[src/rtl/spi_target.sv]
// SPI target engine: oversamples spi_clk/cs_n/mosi on clk, shifts MSB-first words
// of word_size+1 bits, and exchanges them through one-deep TX and RX holding registers.
module spi_target #(
  parameter int SYNC_STAGES = 2
) (
  input  logic        clk,
  input  logic        reset,
  input  logic        enable,
  input  logic        cpol,
  input  logic        cpha,
  input  logic [4:0]  word_size,
  input  logic        spi_clk,
  input  logic        spi_cs_n,
  input  logic        spi_mosi,
  output logic        spi_miso,
  output logic        spi_miso_oe,
  input  logic [31:0] tx_data,
  input  logic        tx_write,
  output logic        tx_full,
  output logic [31:0] rx_data,
  output logic        rx_valid,
  input  logic        rx_read,
  output logic        tx_underflow,
  output logic        rx_overflow,
  output logic        frame_abort,
  input  logic        clear_flags,
  output logic        busy
);

  // Handshakes: tx_write, rx_read and clear_flags are single-cycle strobes sampled
  // on posedge clk; tx_full/rx_valid are level flags owned by this block.
  typedef enum logic {IDLE = 1'b0, ACTIVE = 1'b1} state_t;
  state_t state, state_next;

  logic [SYNC_STAGES-1:0] clk_sync, cs_sync, mosi_sync;
  logic [SYNC_STAGES:0]   settle;
  logic        clk_prev, cs_prev, cs_armed;
  logic        clk_s, cs_s, mosi_s;
  logic        clk_rise, clk_fall, cs_fall;
  logic        cpol_l, cpha_l;
  logic [4:0]  ws_l, in_cnt;
  logic [31:0] tx_shift, tx_hold, rx_word;
  logic [30:0] rx_shift;
  logic        first_edge, pend_und;
  logic        start, stop, active_run, sample_edge, shift_edge;
  logic        word_done, take_word, und_set;

  assign clk_s    = clk_sync[SYNC_STAGES-1];
  assign cs_s     = cs_sync[SYNC_STAGES-1];
  assign mosi_s   = mosi_sync[SYNC_STAGES-1];
  assign clk_rise = clk_s & ~clk_prev;
  assign clk_fall = ~clk_s & clk_prev;
  assign cs_fall  = cs_armed & cs_prev & ~cs_s;

  // cs_armed stays low until cs_n has been seen high on the real pin after reset,
  // so a frame already in progress at reset release is never joined halfway.
  always_ff @(posedge clk) begin
    if (reset) begin
      clk_sync  <= '0;
      cs_sync   <= '1;
      mosi_sync <= '0;
      settle    <= '0;
      clk_prev  <= 1'b0;
      cs_prev   <= 1'b1;
      cs_armed  <= 1'b0;
    end else begin
      clk_sync  <= {clk_sync[SYNC_STAGES-2:0], spi_clk};
      cs_sync   <= {cs_sync[SYNC_STAGES-2:0], spi_cs_n};
      mosi_sync <= {mosi_sync[SYNC_STAGES-2:0], spi_mosi};
      settle    <= {settle[SYNC_STAGES-1:0], 1'b1};
      clk_prev  <= clk_s;
      cs_prev   <= cs_s;
      if (settle[SYNC_STAGES] && cs_s) cs_armed <= 1'b1;
    end
  end

  assign sample_edge = (cpol_l ^ cpha_l) ? clk_fall : clk_rise;
  assign shift_edge  = (cpol_l ^ cpha_l) ? clk_rise : clk_fall;

  always_comb begin
    state_next = state;
    start      = 1'b0;
    stop       = 1'b0;
    case (state)
      IDLE: begin
        if (enable && cs_fall) begin
          start      = 1'b1;
          state_next = ACTIVE;
        end
      end
      ACTIVE: begin
        if (!enable || cs_s) begin
          stop       = 1'b1;
          state_next = IDLE;
        end
      end
      default: state_next = IDLE;
    endcase
  end

  always_ff @(posedge clk) begin
    if (reset) state <= IDLE;
    else       state <= state_next;
  end

  assign busy        = (state == ACTIVE);
  assign spi_miso_oe = busy;
  assign spi_miso    = busy ? tx_shift[ws_l] : 1'b0;
  assign active_run  = busy && !stop;
  assign word_done   = active_run && sample_edge && (in_cnt == 5'd0);
  assign take_word   = start || word_done;
  assign rx_word     = {rx_shift, mosi_s};
  // An empty reload at word end only counts as underflow once the next word really starts.
  assign und_set     = (start && !tx_full) || (active_run && sample_edge && pend_und);

  always_ff @(posedge clk) begin
    if (reset) begin
      cpol_l     <= 1'b0;
      cpha_l     <= 1'b0;
      ws_l       <= '0;
      in_cnt     <= '0;
      rx_shift   <= '0;
      tx_shift   <= '0;
      first_edge <= 1'b0;
      pend_und   <= 1'b0;
    end else begin
      if (start) begin
        cpol_l     <= cpol;
        cpha_l     <= cpha;
        ws_l       <= word_size;
        in_cnt     <= word_size;
        rx_shift   <= '0;
        tx_shift   <= tx_full ? tx_hold : '0;
        first_edge <= cpha;
      end else if (stop) begin
        tx_shift <= '0;
      end else if (busy) begin
        if (sample_edge) begin
          if (in_cnt == 5'd0) begin
            in_cnt     <= ws_l;
            rx_shift   <= '0;
            tx_shift   <= tx_full ? tx_hold : '0;
            first_edge <= 1'b1;
          end else begin
            rx_shift <= rx_word[30:0];
            in_cnt   <= in_cnt - 5'd1;
          end
        end else if (shift_edge) begin
          if (first_edge) first_edge <= 1'b0;
          else            tx_shift   <= {tx_shift[30:0], 1'b0};
        end
      end
      if (word_done)                     pend_und <= !tx_full;
      else if (!active_run || sample_edge) pend_und <= 1'b0;
    end
  end

  always_ff @(posedge clk) begin
    if (reset) begin
      tx_hold <= '0;
      tx_full <= 1'b0;
    end else if (tx_write && (!tx_full || take_word)) begin
      tx_hold <= tx_data;
      tx_full <= 1'b1;
    end else if (take_word) begin
      tx_full <= 1'b0;
    end
  end

  always_ff @(posedge clk) begin
    if (reset) begin
      rx_data  <= '0;
      rx_valid <= 1'b0;
    end else if (word_done && (!rx_valid || rx_read)) begin
      rx_data  <= rx_word;
      rx_valid <= 1'b1;
    end else if (rx_read) begin
      rx_valid <= 1'b0;
    end
  end

  // A set event in the same cycle as clear_flags wins.
  always_ff @(posedge clk) begin
    if (reset) begin
      tx_underflow <= 1'b0;
      rx_overflow  <= 1'b0;
      frame_abort  <= 1'b0;
    end else begin
      tx_underflow <= (tx_underflow & ~clear_flags) | und_set;
      rx_overflow  <= (rx_overflow & ~clear_flags) | (word_done & rx_valid & ~rx_read);
      frame_abort  <= (frame_abort & ~clear_flags) | (stop & (in_cnt != ws_l));
    end
  end

endmodule
[config.mk]
export PLATFORM = sky130hd
export DESIGN_NAME = spi_target
export DESIGN_NICKNAME = d
export VERILOG_FILES = /design/src/rtl/spi_target.sv
export SDC_FILE = /design/constraint.sdc
export NUM_CORES = 1
export LEC_CHECK = 0
export ABC_AREA = 1
export ABC_CLOCK_PERIOD_IN_PS = 2600
export BUFFER_PORTS_ARGS = -buffer_cell sky130_fd_sc_hd__buf_2
export CORE_ASPECT_RATIO = 0.5
export CORE_UTILIZATION = 43
export DETAILED_ROUTE_END_ITERATION = 6
export GPL_ROUTABILITY_DRIVEN = 0
export MAX_ROUTING_LAYER = met4
export SLEW_MARGIN = 10
export SYNTH_ARGS = -nofsm -noshare
export SYNTH_HDL_FRONTEND = slang
export SYNTH_SLANG_ARGS = --single-unit
[constraint.sdc]
create_clock -name clk -period 2.6 [get_ports clk]
set_clock_uncertainty 0.15 [all_clocks]
set_input_delay 0.26 -clock clk [delete_from_list [all_inputs] [get_ports clk]]
set_output_delay 0.26 -clock clk [all_outputs]
set_load 0.02 [all_outputs]
==> results.py, run 1 <==
metrics = {
    "status": {
        "outcome": "finished, violations left",
        "violations": "negative hold slack",
    },
    "yosys": {
        "synthArstFlopShare": 0,
        "synth_ff_type": "dfxtp_1",
        "ys_seq_elements": 159,
        "netlist_area_um2": 7240,
        "syn_area_per_cell_um2": 7.00,
        "synth_seq_area_share": 0.440,
        "syn_nets": 1084,
        "syn_inst": 1035,
        "yosys_warnings": 0,
        "yosysUniqueCellTypes": 31,
        "synth_edf_count": 0,
    },
    "cts": {
        "clk-insertion-delay-late_ns": 0.43,
        "cts_buffer_depth": 2,
        "cts_tree": "built",
        "post_cts_buffers": 0,
        "cts-resized-gates": 0,
        "holdBufCountCts": 32,
        "root_buffer": "clkbuf_16",
        "cts_buffers": 17,
        "cts_sinks": 159,
        "htreeDepth": 4,
        "clkSlewWorstSetupHoldPaths_ns": 0.07,
    },
    "power": {
        "irDropWorstVdd_v": 0.000471,
        "p_leak_nw": 3.69,
        "sw_frac_of_total": 0.249,
        "fin_total_pwr_mw": 5.50,
        "p_sw_mw": 1.37,
        "clkPwrFrac": 0.471,
        "p_comb_frac": 0.072,
        "sequentialPowerShare": 0.457,
        "intPower_mw": 4.13,
        "p_per_area_nw_per_um2": 629,
    },
    "timing": {
        "hold_ws_ns": -0.00218,
        "slew_violations": 0,
        "fin_ws_ns": 0.217,
        "finalSetupViolCount": 0,
        "tns_ns": 0,
        "layout_min_cycle_time_ns": 2.38,
        "fmaxAchievable_mhz": 420,
        "worst_pin_slew_ns": 0.927,
        "min_period_over_period": 0.917,
        "hold_viol_final": 1,
        "grt_setup_unrepaired": "no",
        "relSlewSlack": 0.382,
    },
    "cells_and_area": {
        "nets": 1166,
        "stdcell_area_um2": 8740,
        "final_core_util": 0.532,
        "drive_gt1_frac": 0.145,
        "mostFrequentLayoutCell": "nand2_1",
        "num_antenna_cells": 0,
        "fin_cells": 1357,
        "final_cell_mix": "nand2_1 (222), dfxtp_1 (159), nor2_1 (156)",
        "syn_to_final_growth_pct": 20.7,
    },
    "place": {
        "port_buffers": 87,
        "dp_slack_ns": 0.332,
        "placed_cell_area_um2": 7810,
        "dp.cells": 1293,
        "hpwl_um": 11600,
    },
    "global_route": {
        "grt_max_degree": 56,
        "grt_antenna_before_repair": 0,
        "grt_pass1_wl_um": 31600,
        "grt_pass1_vias": 6610,
        "grt_overflow": 0,
        "grt.total_usage": 0.236,
    },
    "detailed_routing": {
        "wl_per_cell_um": 13.8,
        "antenna_left": 0,
        "vias": 6946,
        "via_per_inst": 5.12,
        "dr.pass1.iters": 5,
        "drc": 0,
        "wl_um": 18800,
        "first_iter_violations": 517,
    },
    "die": {
        "start_util": 0.441,
        "die_h_um": 93.8,
        "pin_count": 88,
        "die-area_um2": 17400,
        "fp.coreArea_um2": 16400,
        "rows": 33,
        "die_w_um": 186,
    },
    "worst_setup_path": {
        "cp_max_fo": 13,
        "worstPathArrival_ns": 1.97,
        "crit_type": "register to primary output",
        "cp.required_ns": 2.19,
        "start_kind": "register",
        "setup.worst_path.end_class": "primary output",
    },
    "job": {
        "drv_cap": 0,
    },
    "worst_hold_path": {
        "hold_class": "primary input to register",
    },
}
[kinds of logic after synthesis]
| kind of cell | after synthesis | synth area share |
|---|---|---|
| simple gates | 559 | 0.338 |
| compound gates | 167 | 0.129 |
| flops | 159 | 0.440 |
| buf+inv | 145 | 0.0866 |
| xor+xnor | 4 | 0.00484 |
| fa+ha+maj | 1 | 0.00173 |
[layer usage]
metal / global-route usage / vias up / wire length, um
li1: - / 3552 / -
met1: 0.297 / 3191 / 8950
met2: 0.378 / 174 / 8560
met3: 0.0446 / 29 / 967
met4: 0.0867 / 0 / 310
met5: - / - / 0
[critical path: stages, from the launching register on]
cell and delay [ns]:
dfxtp_1 0.31, inv_1 0.36, a21oi_1 0.07, o21ai_0 0.11, nand3_1 0.09, nand2_1 0.14
nand2_1 0.06, nand3_1 0.08, nand2_1 0.05, nor2_1 0.10, buf_2 0.17
[flip-flops by register name (all words and copies together) (netlist names), 2 cells and up]
name,flops
clk_sync,2
rx_shift,31
tx_shift,32
mosi_sync,2
ws_l,5
cs_sync,2
tx_hold,32
settle,3
in_cnt,5
rx_data,32
[Yosys cell counts (2+ instances only)]
master    count  area, um^2
nand2_1     222         833
dfxtp_1     159        3180
nor2_1      157         589
nand3_1     137         686
a21oi_1      95         475
inv_1        57         214
clkbuf_1     38         143
nand3b_1     32         240
a22oi_1      31         233
o21ai_0      28         140
buf_2        18        90.1
buf_4        12        90.1
buf_1         8        30.0
inv_2         8        30.0
o22ai_1       7        43.8
xnor2_1       3        26.3
a31oi_1       2        12.5
buf_6         2        22.5
clkinv_1      2        7.51
nand2_2       2        12.5
nand3_2       2        20.0
nor2_2        2        12.5
nor2_4        2        22.5
or2_2         2        12.5
[area by class of cell]
type,instances,area (um^2)
fillers,1676,7690
multi-input cells,731,3440
flip-flops and latches,159,3180
clock inverters,14,173
inverters,67,251
repair buffers,141,971
clock buffers,18,439
well taps,227,284
[final timing paths]
kind                     start            to  slack [ns]  cells past startpoint
setup / recovery       ws_l[1]      spi_miso        0.22                     10
hold / removal     tx_data[27]   tx_hold[27]      -0.002                      4
setup reg to reg          busy   rx_overflow        0.22                      7
hold reg to reg   mosi_sync[0]  mosi_sync[1]        0.26                      2
[power by group through the flow]
| stage | Sequential, mW | Combinational [mW] | Clock [mW] |
|---|---|---|---|
| 2_1_floorplan | 2.56 | 0.264 | 0 |
| 3_3_place_gp | 2.57 | 0.358 | 0 |
| 3_5_place_dp | 2.57 | 0.363 | 0 |
| 4_1_cts | 2.51 | 0.399 | 2.64 |
| 5_1_grt | 2.52 | 0.450 | 2.76 |
| 6_report | 2.51 | 0.398 | 2.59 |
Note: power is estimated with default switching activity, not from simulation.
==> run 2, diff against run 1 <==
--- a/config.mk
+++ b/config.mk
@@ -7,10 +7,10 @@
 export LEC_CHECK = 0
 export ABC_AREA = 1
 export ABC_CLOCK_PERIOD_IN_PS = 2600
-export BUFFER_PORTS_ARGS = -buffer_cell sky130_fd_sc_hd__buf_2
 export CORE_ASPECT_RATIO = 0.5
 export CORE_UTILIZATION = 43
 export DETAILED_ROUTE_END_ITERATION = 6
+export DONT_BUFFER_PORTS = 1
 export GPL_ROUTABILITY_DRIVEN = 0
 export MAX_ROUTING_LAYER = met4
 export SLEW_MARGIN = 10
==> run 2 against run 1 <==
The run now ends clean. Non-clock buffer count is 73 lower. Critical path depth unchanged. Cell count fell by 5.5%. Highest routed layer unchanged.
==> results.py, run 2 (same netlist as run 1, synthesis figures left out) <==
metrics = {
    "status": {
        "outcome": "finished clean",
    },
    "cts": {
        "cts_buffers": 17,
        "clkSlewWorstSetupHoldPaths_ns": 0.07,
        "root_buffer": "clkbuf_16",
        "cts_buffer_depth": 2,
        "cts_sinks": 159,
        "htreeDepth": 4,
        "cts_tree": "built",
        "clk-insertion-delay-late_ns": 0.43,
    },
    "detailed_routing": {
        "wl_met2_um": 8420,
        "via_per_inst": 5.18,
        "vias": 6645,
        "wl_per_cell_um": 14.5,
        "wl_um": 18600,
        "drc": 0,
        "first_iter_violations": 428,
        "top_layer": "met4",
        "wl_met1_um": 9010,
        "antenna_left": 0,
        "dr.pass1.iters": 5,
        "dr_wl_met3_um": 844,
    },
    "cells_and_area": {
        "final_cell_mix": "nand2_1 (222), dfxtp_1 (158), nor2_1 (155)",
        "num_antenna_cells": 0,
        "drive_gt1_frac": 0.0748,
        "reg.largest.list": "rx_data x32, tx_hold x32, tx_shift x32",
        "n_fill_cell": 1626,
        "syn_to_final_growth_pct": 17.2,
        "multiInputGateArea_um2": 3440,
        "register_area_um2": 3180,
        "fin_cells": 1283,
        "nets": 1093,
        "mostFrequentLayoutCell": "nand2_1",
        "final_core_util": 0.516,
    },
    "worst_setup_path": {
        "setup.worst_path.end_class": "primary output",
        "slowest_stage": "dfxtp_2",
        "cp.required_ns": 2.19,
        "crit_top_cell": "nand2_1",
        "path_cells": "buf_4 -> a21oi_1 -> o21ai_0 -> nand3_1 -> nand2_1 -> nand2_1 -> nand3_1 -> nand2_1 -> nor2_1 -> buf_4",
        "crit_type": "register to primary output",
        "path_delay_family": "simple AND/OR/NAND/NOR gates",
        "worstPathArrival_ns": 1.98,
        "critical_path_buf_inv_count": 2,
        "cpPeakStageDelay_ns": 0.43,
        "start_kind": "register",
        "cp_max_fo": 21,
    },
    "timing": {
        "slew_violations": 0,
        "min_period_over_period": 0.921,
        "relSlewSlack": 0.523,
        "hold_viol_final": 0,
        "fmaxAchievable_mhz": 418,
        "tns_ns": 0,
        "worst_pin_slew_ns": 0.713,
        "layout_min_cycle_time_ns": 2.39,
        "finalSetupViolCount": 0,
        "grt_setup_unrepaired": "no",
        "fin_ws_ns": 0.206,
    },
    "die": {
        "fp.coreArea_um2": 16400,
        "start_util": 0.441,
        "die_w_um": 186,
        "rows": 33,
        "die-area_um2": 17400,
        "die_h_um": 93.8,
        "pin_count": 88,
    },
    "power": {
        "intPower_mw": 4.39,
        "p_sw_mw": 1.30,
        "sequentialPowerShare": 0.443,
        "p_comb_frac": 0.068,
        "clkPwrFrac": 0.489,
        "p_per_area_nw_per_um2": 670,
        "p_leak_nw": 3.36,
        "sw_frac_of_total": 0.228,
        "irDropWorstVdd_v": 0.000491,
    },
    "global_route": {
        "grt_pass1_vias": 6202,
        "grt_pass1_wl_um": 30700,
        "grt_overflow": 0,
        "grt.total_usage": 0.230,
        "grt_antenna_before_repair": 1,
        "grt_max_degree": 66,
    },
    "place": {
        "dp_slack_ns": 0.0465,
        "port_buffers": 0,
        "hpwl_um": 11400,
        "dp.cells": 1206,
    },
    "worst_hold_path": {
        "hold_class": "primary input to register",
    },
    "job": {
        "drv_cap": 0,
    },
}
==> run 2: cell types whose count changed in the layout (fill, tap and decap cells not counted), moves of 2 or more <==
| cell | previous run | this run |
|---|---|---|
| bufinv_16 | 2 | 5 |
| dlygate4sd3_1 | 32 | 44 |
| buf_2 | 87 | 0 |
| clkbuf_1 | 0 | 2 |
| buf_4 | 18 | 20 |
| inv_6 | 5 | 2 |
==> run 2: worst paths after layout <==
kind / start / end / slack, ns / depth (start not counted)
worst max-delay path: ws_l[0] / spi_miso / 0.21 / 10
worst min-delay path: cpol / cpol_l / 0.03 / 2
worst max register to register: in_cnt[0] / tx_hold[3] / 0.24 / 11
worst min register to register: settle[1] / settle[2] / 0.25 / 2
==> run 2: repair_timing <==
action	CTS	global route
buffers inserted	0	0
endpoints found under the hold margin	91	0
resized for setup	0	3
hold buffers	46	0
endpoints found under the setup margin	0	20
==> run 2: power by group through the flow <==
stage	logic (mW)	registers, mW	clock network (mW)
6_report	0.386	2.52	2.78
5_1_grt	0.434	2.52	2.94
4_1_cts	0.384	2.52	2.85
3_5_place_dp	0.299	2.57	0
3_3_place_gp	0.296	2.57	0
2_1_floorplan	0.264	2.56	0
==> run 2: through the flow <==
step	hold slack (ns)	power (mW)	instance area (um^2)
finish	0.0303	5.68	8490
CTS	0.0102	5.75	8480
floorplan	0.214	2.83	7240
global placement	0.185	2.87	7350
detailed placement	0.186	2.87	7350
global route	0.00481	5.89	8490
==> run 2: per-layer routing <==
layer / up-vias / track usage
met5: - / -
met2: 139 / 0.360
met4: 0 / 0.0690
met1: 3082 / 0.294
met3: 23 / 0.0570
li1: 3401 / -
==> run 2: final cells by class <==
type                            count  area share
Multi-Input combinational cell    731       0.406
Sequential cell                   159       0.375
Timing Repair Buffer               68      0.0790
Clock buffer                       20      0.0526
Tap cell                          227      0.0335
Inverter                           67      0.0301
Clock inverter                     11      0.0240
==> run 3, diff against run 2 <==
--- a/config.mk
+++ b/config.mk
@@ -6,8 +6,9 @@
 export NUM_CORES = 1
 export LEC_CHECK = 0
 export ABC_AREA = 1
-export ABC_CLOCK_PERIOD_IN_PS = 2600
+export ABC_CLOCK_PERIOD_IN_PS = 2750
 export CORE_ASPECT_RATIO = 0.5
+export CORE_MARGIN = 1.5
 export CORE_UTILIZATION = 43
 export DETAILED_ROUTE_END_ITERATION = 6
 export DONT_BUFFER_PORTS = 1
==> constraint.sdc (replaced) <==
create_clock -name clk -period 2.75 [get_ports clk]
set_clock_uncertainty 0.15 [all_clocks]
set_input_delay 0.275 -clock clk [delete_from_list [all_inputs] [get_ports clk]]
set_output_delay 0.275 -clock clk [all_outputs]
set_load 0.02 [all_outputs]
==> run 3 against run 2 <==
Wire length rose by 0.29%. Via count rose by 0.44%. Utilization fell by 0.42 points. Clock power fell by 13%. Worst hold slack got worse by 0.0018 ns. Flip-flop and latch count did not move.
==> results.py, run 3 (same netlist as run 1, synthesis figures left out) <==
metrics = {
    "cells_and_area": {
        "nets": 1092,
        "drive_gt1_frac": 0.0710,
        "num_antenna_cells": 0,
        "syn_to_final_growth_pct": 16.2,
        "final_cell_mix": "nand2_1 (222), dfxtp_1 (159), nor2_1 (156)",
        "reg.largest.list": "rx_data x32, tx_hold x32, tx_shift x32",
        "mostFrequentLayoutCell": "nand2_1",
    },
    "global_route": {
        "grt_max_degree": 66,
        "grt_pass1_vias": 6246,
        "grt.total_usage": 0.225,
        "grt_pass1_wl_um": 31100,
        "grt_antenna_before_repair": 0,
        "grt_overflow": 0,
    },
    "cts": {
        "cts_sinks": 159,
        "cts_tree": "built",
        "clkSlewWorstSetupHoldPaths_ns": 0.07,
        "clk-insertion-delay-late_ns": 0.43,
        "cts-resized-gates": 0,
        "cts_buffers": 17,
        "holdBufCountCts": 46,
        "htreeDepth": 4,
        "root_buffer": "clkbuf_16",
        "post_cts_buffers": 0,
        "cts_buffer_depth": 2,
    },
    "die": {
        "die-area_um2": 17700,
        "rows": 33,
        "fp.coreArea_um2": 16400,
        "die_h_um": 94.8,
        "die_w_um": 187,
        "start_util": 0.441,
        "pin_count": 88,
    },
    "worst_setup_path": {
        "cp_max_fo": 13,
        "path_cells": "inv_1 -> a21oi_1 -> o21ai_0 -> nand3_1 -> nand2_1 -> nand2_1 -> nand3_1 -> nand2_1 -> nor2_1 -> buf_4",
        "start_kind": "register",
        "worstPathArrival_ns": 1.94,
        "crit_type": "register to primary output",
        "crit_top_cell": "nand2_1",
        "path_delay_family": "buffers and inverters",
        "cpPeakStageDelay_ns": 0.37,
        "setup.worst_path.end_class": "primary output",
        "slowest_stage": "inv_1",
        "critical_path_buf_inv_count": 2,
        "crit_start": "ws_l[1]",
        "r2r_start": "cs_sync[1]",
        "cp.required_ns": 2.33,
    },
    "place": {
        "hpwl_um": 11100,
        "port_buffers": 0,
    },
    "detailed_routing": {
        "first_iter_violations": 568,
        "via_per_inst": 5.20,
        "dr.pass1.iters": 5,
        "vias": 6674,
        "drc": 0,
        "wl_per_cell_um": 14.5,
        "antenna_left": 0,
        "wl_um": 18600,
    },
    "worst_hold_path": {
        "min_from": "reset",
        "hold_class": "primary input to register",
    },
    "timing": {
        "grt_setup_unrepaired": "no",
        "hold_ws_ns": 0.0285,
        "worst_pin_slew_ns": 0.719,
        "relSlewSlack": 0.520,
        "slew_violations": 0,
        "min_period_over_period": 0.861,
        "layout_min_cycle_time_ns": 2.37,
        "finalSetupViolCount": 0,
        "fmaxAchievable_mhz": 422,
        "tns_ns": 0,
        "hold_viol_final": 0,
    },
    "power": {
        "irDropWorstVdd_v": 0.000382,
        "p_per_area_nw_per_um2": 613,
        "p_leak_nw": 3.34,
    },
    "status": {
        "outcome": "finished clean",
    },
    "job": {
        "drv_cap": 0,
    },
}
[run 3: changes by cell type in the layout (fill, tap and decap cells not counted), moves of 2 or more]
cell        before  now
clkinvlp_4       2    0
bufinv_16        5    3
buf_16           0    2
clkinv_2         0    3
buf_12           4    1
[run 3: worst paths after layout]
check                end  slack (ns)  depth (start not counted)
max             spi_miso        0.38                         10
min           rx_data[5]        0.03                          2
max reg2reg  tx_shift[2]        0.59                         11
min reg2reg    settle[2]        0.26                          2
[run 3: metal layers]
layer,vias to the layer above,global-route usage,wire [um]
met1,3082,0.285,8820
met4,0,0.0786,306
met2,169,0.359,8490
met3,28,0.0505,1020
li1,3395,-,-
met5,-,-,0
[run 3: area by class of cell]
| class | count | area (um^2) |
|---|---|---|
| Clock inverter | 12 | 158 |
| Sequential cell | 159 | 3180 |
| Fill cell | 1670 | 8020 |
| Tap cell | 227 | 284 |
| Multi-Input combinational cell | 731 | 3440 |
| Inverter | 67 | 251 |
| Clock buffer | 20 | 437 |
| Timing Repair Buffer | 67 | 666 |
[run 3: metrics by stage]
stage,cells,worst slack [ns],util,instance area (um^2),power [mW]
2_1_floorplan,1035,0.813,-,7240,2.67
3_3_place_gp,1205,0.644,0.446,7330,2.71
3_5_place_dp,1205,0.634,0.446,7330,2.71
4_1_cts,1283,0.355,0.512,8420,5.20
5_1_grt,1283,0.107,0.512,8420,5.35
6_report,1283,0.383,0.512,8420,5.16
[run 3: worst reg2reg max path, delay by kind of cell, from the launching register on]
kind | cells | cell delay [ns]
DFF | 1 | 0.31
buffers and inverters | 3 | 0.54
and+or+nand+nor | 8 | 1.09
[run 3: report_power, final]
part	switching, mW	leakage (nW)	internal [mW]
clock network	0.975	0.293	1.44
logic	0.216	1.76	0.150
registers	0.0273	1.29	2.35
total	1.22	3.34	3.94
